### config.mk
export PLATFORM = sky130hd
export DESIGN_NAME = mdc_lane_merger_flat
export DESIGN_NICKNAME = d
export VERILOG_FILES = /design/src/rtl/mdc_lane_merger_pkg.sv /design/src/rtl/mdc_lane_merger_if.sv /design/src/rtl/mdc_lane_merger_frame_counter.sv /design/src/rtl/mdc_lane_merger.sv /design/src/flat_wrapper.sv
export SDC_FILE = /design/constraint.sdc
export NUM_CORES = 1
export LEC_CHECK = 0
export CAP_MARGIN = 20
export CORE_ASPECT_RATIO = 2
export CORE_UTILIZATION = 30
export CTS_CLUSTER_SIZE = 12
export DETAILED_ROUTE_END_ITERATION = 10
export PLACE_DENSITY_LB_ADDON = 0.15
export SETUP_SLACK_MARGIN = 0.2
export SLEW_MARGIN = 10
export SYNTH_ARGS = -nofsm -noshare
export SYNTH_HDL_FRONTEND = slang
export SYNTH_HIERARCHICAL = 1
export SYNTH_SLANG_ARGS = --single-unit
### constraint.sdc
create_clock -name clk -period 2.84 [get_ports clk]
set_clock_uncertainty 0.1 [all_clocks]
set_input_delay 0.426 -clock clk [delete_from_list [all_inputs] [get_ports clk]]
set_output_delay 0.426 -clock clk [all_outputs]
set_load 0.005 [all_outputs]
### src/rtl/mdc_lane_merger_pkg.sv
// Shared types and default sizes for the MDC FFT lane merger.
package mdc_pkg;

    localparam int MDC_WIDTH = 9;
    localparam int MDC_FRAME = 32;
    localparam int MDC_IDXW  = $clog2(MDC_FRAME);

    typedef enum logic [1:0] {
        EMPTY = 2'd0,
        ONE   = 2'd1,
        FULL  = 2'd2
    } merger_state_e;

    typedef struct packed {
        logic signed [MDC_WIDTH-1:0] re;
        logic signed [MDC_WIDTH-1:0] im;
    } cplx_t;

endpackage

### src/rtl/mdc_lane_merger_if.sv
// Pair-in / sample-out bus of the lane merger; slave is the merger side.
interface mdc_lane_merger_if
    import mdc_pkg::*;
#(
    parameter int WIDTH = MDC_WIDTH,
    parameter int IDXW  = MDC_IDXW
);
    logic                    in_valid;
    logic                    in_ready;
    logic signed [WIDTH-1:0] in_up_re;
    logic signed [WIDTH-1:0] in_up_im;
    logic signed [WIDTH-1:0] in_low_re;
    logic signed [WIDTH-1:0] in_low_im;
    logic                    in_swap;
    logic                    in_sof;
    logic                    out_valid;
    logic                    out_ready;
    logic signed [WIDTH-1:0] out_re;
    logic signed [WIDTH-1:0] out_im;
    logic [IDXW-1:0]         out_index;
    logic                    out_last;
    logic                    frame_err;

    modport slave (
        input  in_valid, in_up_re, in_up_im, in_low_re, in_low_im, in_swap, in_sof, out_ready,
        output in_ready, out_valid, out_re, out_im, out_index, out_last, frame_err
    );

    modport master (
        output in_valid, in_up_re, in_up_im, in_low_re, in_low_im, in_swap, in_sof, out_ready,
        input  in_ready, out_valid, out_re, out_im, out_index, out_last, frame_err
    );
endinterface

### src/rtl/mdc_lane_merger_frame_counter.sv
// Frame index counter: advances per emitted sample, realigns on sof and
// flags sof pulses that arrive off a frame boundary.
module mdc_frame_counter #(
    parameter int FRAME = 32,
    parameter int IDXW  = 5
) (
    input  logic            clk,
    input  logic            rst_n,
    input  logic            in_fire,
    input  logic            in_sof,
    input  logic            out_fire,
    input  logic            out_valid,
    output logic [IDXW-1:0] out_index,
    output logic            out_last,
    output logic            frame_err
);
    logic [IDXW-1:0] cnt_q, cnt_d, cnt_adv;
    logic            err_q, err_d;

    // cnt_adv is the index the next loaded head would receive without realign
    always_comb begin
        cnt_adv = out_fire ? cnt_q + 1'b1 : cnt_q;
        cnt_d   = cnt_adv;
        err_d   = err_q;
        if (in_fire && in_sof) begin
            cnt_d = '0;
            if (cnt_adv != '0) begin
                err_d = 1'b1;
            end
        end
    end

    always_ff @(posedge clk or negedge rst_n) begin
        if (!rst_n) begin
            cnt_q <= '0;
            err_q <= 1'b0;
        end else begin
            cnt_q <= cnt_d;
            err_q <= err_d;
        end
    end

    assign out_index = cnt_q;
    assign out_last  = out_valid && (cnt_q == IDXW'(FRAME - 1));
    assign frame_err = err_q;
endmodule

### src/rtl/mdc_lane_merger.sv
// Merges an upper/lower lane pair into one sample stream, one sample per
// cycle, with a 2-entry head/tail holding register loaded pre-swapped.
module mdc_lane_merger
    import mdc_pkg::*;
#(
    parameter int WIDTH = MDC_WIDTH,
    parameter int FRAME = MDC_FRAME,
    parameter int IDXW  = MDC_IDXW
) (
    input  logic                clk,
    input  logic                rst_n,
    mdc_lane_merger_if.slave    bus
);
    typedef struct packed {
        logic signed [WIDTH-1:0] re;
        logic signed [WIDTH-1:0] im;
    } sample_t;

    merger_state_e state_q, state_d;
    sample_t       head_q, head_d;
    sample_t       tail_q, tail_d;
    sample_t       up_s, low_s;
    logic          in_ready_c;
    logic          out_valid_c;
    logic          in_fire;
    logic          out_fire;

    assign up_s  = '{re: bus.in_up_re,  im: bus.in_up_im};
    assign low_s = '{re: bus.in_low_re, im: bus.in_low_im};

    always_comb begin
        state_d     = state_q;
        head_d      = head_q;
        tail_d      = tail_q;
        in_ready_c  = 1'b0;
        out_valid_c = 1'b0;
        case (state_q)
            EMPTY: begin
                in_ready_c = 1'b1;
                if (bus.in_valid) begin
                    head_d  = bus.in_swap ? low_s : up_s;
                    tail_d  = bus.in_swap ? up_s  : low_s;
                    state_d = FULL;
                end
            end
            FULL: begin
                out_valid_c = 1'b1;
                if (bus.out_ready) begin
                    head_d  = tail_q;
                    state_d = ONE;
                end
            end
            ONE: begin
                out_valid_c = 1'b1;
                // The tail leaving frees both slots, so a new pair may enter on the same edge
                in_ready_c  = bus.out_ready;
                if (bus.out_ready) begin
                    if (bus.in_valid) begin
                        head_d  = bus.in_swap ? low_s : up_s;
                        tail_d  = bus.in_swap ? up_s  : low_s;
                        state_d = FULL;
                    end else begin
                        state_d = EMPTY;
                    end
                end
            end
            default: state_d = EMPTY;
        endcase
    end

    always_ff @(posedge clk or negedge rst_n) begin
        if (!rst_n) begin
            state_q <= EMPTY;
            head_q  <= '0;
            tail_q  <= '0;
        end else begin
            state_q <= state_d;
            head_q  <= head_d;
            tail_q  <= tail_d;
        end
    end

    assign in_fire   = bus.in_valid && in_ready_c;
    assign out_fire  = out_valid_c && bus.out_ready;

    assign bus.in_ready  = in_ready_c && rst_n;
    assign bus.out_valid = out_valid_c;
    assign bus.out_re    = head_q.re;
    assign bus.out_im    = head_q.im;

    mdc_frame_counter #(
        .FRAME (FRAME),
        .IDXW  (IDXW)
    ) u_frame_counter (
        .clk       (clk),
        .rst_n     (rst_n),
        .in_fire   (in_fire),
        .in_sof    (bus.in_sof),
        .out_fire  (out_fire),
        .out_valid (out_valid_c),
        .out_index (bus.out_index),
        .out_last  (bus.out_last),
        .frame_err (bus.frame_err)
    );
endmodule

### src/flat_wrapper.sv
// flat-port wrapper written by rule: the top's interface ports become plain ports
module mdc_lane_merger_flat import mdc_pkg::*;
#(
    parameter int WIDTH = MDC_WIDTH,
    parameter int FRAME = MDC_FRAME,
    parameter int IDXW  = MDC_IDXW
)
  (clk, rst_n, bus_in_valid, bus_in_up_re, bus_in_up_im, bus_in_low_re, bus_in_low_im, bus_in_swap, bus_in_sof, bus_out_ready, bus_in_ready, bus_out_valid, bus_out_re, bus_out_im, bus_out_index, bus_out_last, bus_frame_err);
  mdc_lane_merger_if #(.WIDTH(WIDTH), .IDXW(IDXW)) bus_i ();
  input  logic clk;
  input  logic rst_n;
  input wire logic [$bits(bus_i.in_valid)-1:0] bus_in_valid;
  input wire logic [$bits(bus_i.in_up_re)-1:0] bus_in_up_re;
  input wire logic [$bits(bus_i.in_up_im)-1:0] bus_in_up_im;
  input wire logic [$bits(bus_i.in_low_re)-1:0] bus_in_low_re;
  input wire logic [$bits(bus_i.in_low_im)-1:0] bus_in_low_im;
  input wire logic [$bits(bus_i.in_swap)-1:0] bus_in_swap;
  input wire logic [$bits(bus_i.in_sof)-1:0] bus_in_sof;
  input wire logic [$bits(bus_i.out_ready)-1:0] bus_out_ready;
  output wire logic [$bits(bus_i.in_ready)-1:0] bus_in_ready;
  output wire logic [$bits(bus_i.out_valid)-1:0] bus_out_valid;
  output wire logic [$bits(bus_i.out_re)-1:0] bus_out_re;
  output wire logic [$bits(bus_i.out_im)-1:0] bus_out_im;
  output wire logic [$bits(bus_i.out_index)-1:0] bus_out_index;
  output wire logic [$bits(bus_i.out_last)-1:0] bus_out_last;
  output wire logic [$bits(bus_i.frame_err)-1:0] bus_frame_err;
  assign bus_i.in_valid = bus_in_valid;
  assign bus_i.in_up_re = bus_in_up_re;
  assign bus_i.in_up_im = bus_in_up_im;
  assign bus_i.in_low_re = bus_in_low_re;
  assign bus_i.in_low_im = bus_in_low_im;
  assign bus_i.in_swap = bus_in_swap;
  assign bus_i.in_sof = bus_in_sof;
  assign bus_i.out_ready = bus_out_ready;
  assign bus_in_ready = bus_i.in_ready;
  assign bus_out_valid = bus_i.out_valid;
  assign bus_out_re = bus_i.out_re;
  assign bus_out_im = bus_i.out_im;
  assign bus_out_index = bus_i.out_index;
  assign bus_out_last = bus_i.out_last;
  assign bus_frame_err = bus_i.frame_err;
  mdc_lane_merger #(.WIDTH(WIDTH), .FRAME(FRAME), .IDXW(IDXW)) u_core (.clk(clk), .rst_n(rst_n), .bus(bus_i));
endmodule
==> summary.md <==
| Metric | Value |
|---|---|
| Hold_buf cts | `0` |
| Area growth, synth to finish | `35.4%` |
| CTS buffer count | `5` |
| Antenna cells | `0` |
| CP Class | `flip-flop to output pin` |
| Sw Share | `0.333` |
| Leading cell type in the layout, fill and taps excluded | `clkdlybuf4s50_1` |
| Die W | `~67 um` |
| Syn Area/Cell | `~11 um2` |
| Drt drc | `0` |
| Chip height | `between 100 and 150 um` |
| Util after Layout | `0.416` |
| IO Port Bufs | `between 60 and 70` |
| Routed vias | `between 1,500 and 2,000` |
| Clk pwr share | `0.195` |
| Pin count of the biggest net entering global routing | `45` |
| Initial antenna violation count | `0` |
| Reg clk slew, reported paths | `around 60 ps` |
| Synthesized cell area | `~2500 um2` |
| Critical path buffers and inverters | `1` |
| Grt total ovfl | `0` |
| Post-CTS Setup Bufs | `0` |
| Reg power frac | `0.334` |
| Synth async-reset ratio | `1.00` |
| Worst path cell trace | `ha_1 -> and3_1 -> ha_1 -> and2_1 -> clkdlybuf4s50_1` |
| Slew Limit Fails | `0` |
| Tcrit/Tclk final | `0.853` |
| TNS Setup | `0 ps` |
| CTS root buf | `clkbuf_16` |
| Critical Path AT | `about 1900 ps` |
| Comb pwr share | `0.471` |
| Worst Path Required | `~2300 ps` |
| Top FF cell, synth | `dfrtp_1` |
| Total wire length | `slightly above 6 mm` |
| Yosys warning total | `6` |
| Critical Path Max Stage Delay | `about 450 ps` |
| Post-synthesis cell count | `~230` |
| GP Congestion | `~0.66` |
| Post-synthesis sequential area ratio | `0.436` |
| CTS tree | `built` |
| Syn_nets | `about 280` |
| Most frequent CP cell | `ha_1` |
| Vias in the first global route | `approximately 2,000` |
| Clock Tree Buf Depth | `2` |
| Critical Path Sink Type | `output pin` |
| Placed cells | `386` |
| FMAX | `413 MHz` |
| P_int | `~0.0022 W` |
| RSZ-0062 raised after global routing | `false` |
| # resized after CTS | `0` |
| Vias per inst | `between 5 and 6` |
| VDD IR max | `a little over 600 uV` |
| WL/cell | `15.4 um` |
| Hold Crit Class | `primary input to asynchronous set/reset pin` |
| Fin area | `roughly 3400 um2` |
| LEAKAGE | `around 1.5 nW` |
| Number of core rows | `47` |
| CTS sink count | `44` |
| CP top delay family | `flip-flops` |
| Hold Fails Final Rpt | `0` |
| Final ANT Viol Nets | `0` |
| Slew @ Worst Pin | `just under 700 ps` |
| Distinct cells, synth | `34` |
| DIE AREA | `8820 um2` |
| Initial core utilization | `0.307` |
| First-pass detailed-route iteration total | `6` |
| Post-synth EDFFs | `0` |
| Pwr dens | `between 900 and 1000 nW/um2` |
| Initial DRC Count | `54` |
| Io pins | `about 70` |
| Commonest cells after routing, fill and taps aside | `clkdlybuf4s50_1 (66), dfrtp_1 (44), mux2i_1 (38), nand2_1 (20)` |
| DP Area | `about 3300 um2` |
| CP max FO | `6` |
| Synthesis-stage register bit count | `44` |
| Core box area | `a little over 8000 um2` |
| Startpoint types | `flip-flop` |
| Status | `finished clean` |
| Layout cell share with drive strength beyond 1 | `0.125` |
| GRT Overall Usage | `0.150` |
| H-tree Lvls | `2` |
| FF-to-FF setup slack | `a little under 800 ps` |
| Switching pwr | `approximately 0.0011 W` |
| Final Instance Count excl. Fillers | `394` |
| Slew margin rel. | `0.541` |
| Layout fillers | `around 840` |
| Nets | `344` |
| Max_cap viols | `0` |
| Min Tclk post-route | `between 2000 and 2500 ps` |
| Skew-Pair Late Insertion Delay | `290 ps` |
| First-pass GRT wire length | `around 9.9 mm` |
| Post-DP HPWL | `~4.2 mm` |
| Final setup fails | `0` |
| CP max-delay cell | `dfrtp_1` |
==> worst register-to-register path: stages, from the launching register on <==
cell	delay [ps]
dfrtp_1	430
inv_1	130
ha_1	320
and2_1	340
nand4_2	140
xor2_1	190
o211ai_1	130
a21o_1	190
==> per-stage QoR <==
stage | worst slack (ps) | total power (W) | hold slack, ps
6_report | 417 | 0.00334 | 159
2_1_floorplan | 856 | 0.00214 | 30.4
3_3_place_gp | 615 | 0.00269 | 348
3_5_place_dp | 614 | 0.00272 | 347
4_1_cts | 401 | 0.00340 | 195
5_1_grt | 318 | 0.00360 | 225
==> cells in the mapped netlist (2+ instances only) <==
cell type / n / area (um2)
a21oi_1: 19 / 95.1
a31oi_1: 19 / 119
and2_1: 2 / 12.5
buf_1: 3 / 11.3
buf_4: 3 / 22.5
buf_6: 2 / 22.5
clkbuf_1: 8 / 30.0
dfrtp_1: 44 / 1100
ha_1: 7 / 87.6
inv_1: 3 / 11.3
mux2_2: 10 / 113
mux2_4: 10 / 150
mux2i_1: 38 / 380
nand2_1: 20 / 75.1
nand2b_1: 3 / 18.8
nor2_1: 6 / 22.5
o21ai_0: 18 / 90.1
xor2_1: 2 / 17.5
==> kinds of logic after synthesis <==
logic type                 after synthesis  synth area share
AOI/OAI and AO/OA                       62             0.146
muxes                                   58             0.254
DFF                                     44             0.436
and+or+nand+nor                         38            0.0708
buffers and inverters                   21            0.0485
adders and majority gates                7            0.0347
xor gates and xnor gates                 3            0.0104
==> flip-flops by register name (all words and copies together) (netlist names) <==
signal / flops
u_core/state_q: 2
u_core/tail_q: 18
u_core/bus.out_re: 9
u_core/u_frame_counter/out_index: 5
u_core/u_frame_counter/frame_err: 1
u_core/bus.out_im: 9
==> power by group through the flow <==
stage | Sequential [W] | Clock [W] | Combinational [W]
3_3_place_gp | 0.00113 | 0 | 0.00157
6_report | 0.00112 | 0.000653 | 0.00158
2_1_floorplan | 0.00110 | 0 | 0.00104
3_5_place_dp | 0.00113 | 0 | 0.00159
5_1_grt | 0.00116 | 0.000695 | 0.00175
4_1_cts | 0.00112 | 0.000672 | 0.00160
==> final timing paths <==
check | from | endpoint | cells after the start
setup / recovery | u_core/u_frame_counter/out_index[0] | bus_out_last | 5
setup reg to reg | u_core/state_q[1] | u_core/u_frame_counter/frame_err | 7
min in group clk | u_core/u_frame_counter/frame_err | u_core/u_frame_counter/frame_err | 1
max in group asynchronous | rst_n | u_core/bus.out_re[4] | 2
hold reg to reg | u_core/u_frame_counter/frame_err | u_core/u_frame_counter/frame_err | 1
hold / removal | rst_n | u_core/bus.out_im[5] | 2
==> routing by layer <==
metal	part of all wire	global-route usage	vias to the layer above	wire [um]
met5	0	0	-	0
met4	0.019	0.0603	0	117
met3	0.049	0.0381	6	296
met2	0.54	0.254	47	3300
met1	0.39	0.175	961	2360
li1	-	-	962	-
==> final cells by class <==
type | count | area (um2) | area share
Multi-Input combinational cell | 168 | 1300 | 0.381
Inverter | 3 | 11.3 | 0.00329
Sequential cell | 44 | 1100 | 0.322
Clock inverter | 2 | 35.0 | 0.0102
Tap cell | 98 | 123 | 0.0358
Clock buffer | 6 | 129 | 0.0376
Timing Repair Buffer | 73 | 721 | 0.211
Power figures use the tool's default switching activity.
==> patch, RTL diff (same flow settings) <==
Set the package constant `MDC_WIDTH` to 13 (it was 9).
--- a/src/rtl/mdc_lane_merger_pkg.sv
+++ b/src/rtl/mdc_lane_merger_pkg.sv
@@ -3,3 +3,3 @@
 
-    localparam int MDC_WIDTH = 9;
+    localparam int MDC_WIDTH = 13;
     localparam int MDC_FRAME = 32;
Interface: changed (6 resized); port bits go from 69 to 93. The function was not compared with the original's and may differ.
==> patch against the unedited design <==
  * Power up 49%
  * Utilization grew 1.8 points
  * Synthesized area grew 36%
  * Register-to-register slack about the same
  * Design area rose by 40%
  * Combinational power grew 41%
  * Routed wire length up 40%
  * Worst setup slack got worse by 27 ps
  * Sequential share of layout area decreased by 0.74 points
  * Critical path depth is the same
  * Die area is 35% higher
  * Sequential cell count rose by 16
  * Largest cell class unchanged
==> patch: results (changes against the unedited design) <==
| Metric | Value |
|---|---|
| Cells taking the most area after synthesis | `dfrtp_1 44%, mux2i_1 16%, mux2_4 8.8%` |
| Sum of routed wire length over all layers | `8500 um (+40%)` |
| 1st-iter DRT viols | `118 (+120%)` |
| Number of buffers inserted by port buffering | `92 (+35%)` |
| Peak supply drop | `821.6 uV (+36%)` |
| Worst-skew pair later-pin latency | `320 ps (+30 ps)` |
| Total nets after synthesis | `379 (+34%)` |
| Most frequent cells after synthesis | `60 x dfrtp_1, 54 x mux2i_1, 28 x nand2_1` |
| Number of global-route vias before repair | `2809 (+42%)` |
| Power of the combinational group | `2.22 mW (+41%)` |
| Post-detailed-placement cell area | `0.004441 mm2 (+36%)` |
| Net count, final | `464 (+35%)` |
| Share of power burned in the clock network | `24.5% (+5.0 points)` |
| # H-tree levels | `3 (+1)` |
| LEAKAGE | `2.069 nW (+40%)` |
| Largest fanout of any net on the critical path | `6 (unchanged)` |
| Portion of the post-synthesis area used by sequential elements | `43.80% (+0.23 points)` |
| XOR/XNOR Fraction of Synth Area | `0.7664% (-0.27 points)` |
| Cell Int Power | `3.393 mW (+52%)` |
| Class of the tightest hold or removal check | `in -> async` |
| Compound-gate portion of the synthesized area | `14.53% (-0.029 points)` |
| Largest net degree at the start of global routing | `61 (+36%)` |
| Net Sw Frac | `31.83% (-1.5 points)` |
| Flip-flop count of the largest register after layout | `26 (+8)` |
| DPL Wire Length | `5924 um (+41%)` |
| Status | `complete, no violations` |
| Worst path arrival time | `1920 ps (+20 ps)` |
| Worst slack after detailed placement | `637.6 ps (+23.22 ps)` |
| Drt pass-1 iters | `4 (-2)` |
| Post-synthesis mux area share | `27.15% (+1.7 points)` |
| Post-synthesis adder-cell area fraction | `2.555% (-0.91 points)` |
| Slew at the pin with the worst max-slew slack | `784.1 ps (+95.08 ps)` |
| Placer congestion estimate | `0.7249 (+10%)` |
| Layout filler cell count | `1086 (+30%)` |
| Via count | `2701 (+37%)` |
| Clock buffer count from CTS | `9 (+4)` |
| First-pass GRT wire length | `14200 um (+44%)` |
| Share of final-layout standard cells stronger than drive strength 1 | `14.60% (+2.1 points)` |
[patch: cell count changes in the layout (fill, tap and decap cells not counted), sizes merged, moves of 8 or more]
cell | before | now
clkdlybuf4s50 | 66 | 89
dfrtp | 44 | 60
mux2i | 38 | 54
a21oi | 20 | 28
a31oi | 19 | 27
mux2 | 20 | 28
nand2 | 20 | 28
o21ai | 18 | 26
[patch: routing by layer]
metal	vias to the layer above	wire, um	part of all wire [%]	GRT usage, %
met4	0	169	2.0	6.739
met2	71	4584	54	27.60
met5	-	0	0	0
met1	1316	3301	39	17.18
met3	10	445	5.2	3.403
li1	1304	-	-	-
[patch: through the flow]
step,util (%),cells
after detailed placement,40.32,528
after global placement,40.32,528
after global routing,43.39,544
after floorplan,-,314
final,43.39,544
after CTS,43.39,544
[patch: worst paths after layout]
| kind | start | end | slack, ps | cells after the start |
|---|---|---|---|---|
| setup / recovery | u_core/u_frame_counter/out_index[0] | bus_out_last | 390 | 5 |
| max in group asynchronous | rst_n | u_core/bus.out_re[6] | 1890 | 2 |
| min in group clk | u_core/u_frame_counter/frame_err | u_core/u_frame_counter/frame_err | 360 | 1 |
| setup reg to reg | u_core/state_q[1] | u_core/u_frame_counter/frame_err | 770 | 7 |
| hold / removal | rst_n | u_core/bus.out_im[7] | 230 | 2 |
| hold reg to reg | u_core/u_frame_counter/frame_err | u_core/u_frame_counter/frame_err | 360 | 1 |
[patch: final cells by class]
class	instances	share of cell area, %
clock inverter	3	1.414
timing repair buffer	101	20.90
clock buffer	13	5.656
inverter	3	0.2357
tap	140	3.666
sequential	60	31.42
multi-input combinational	224	36.71
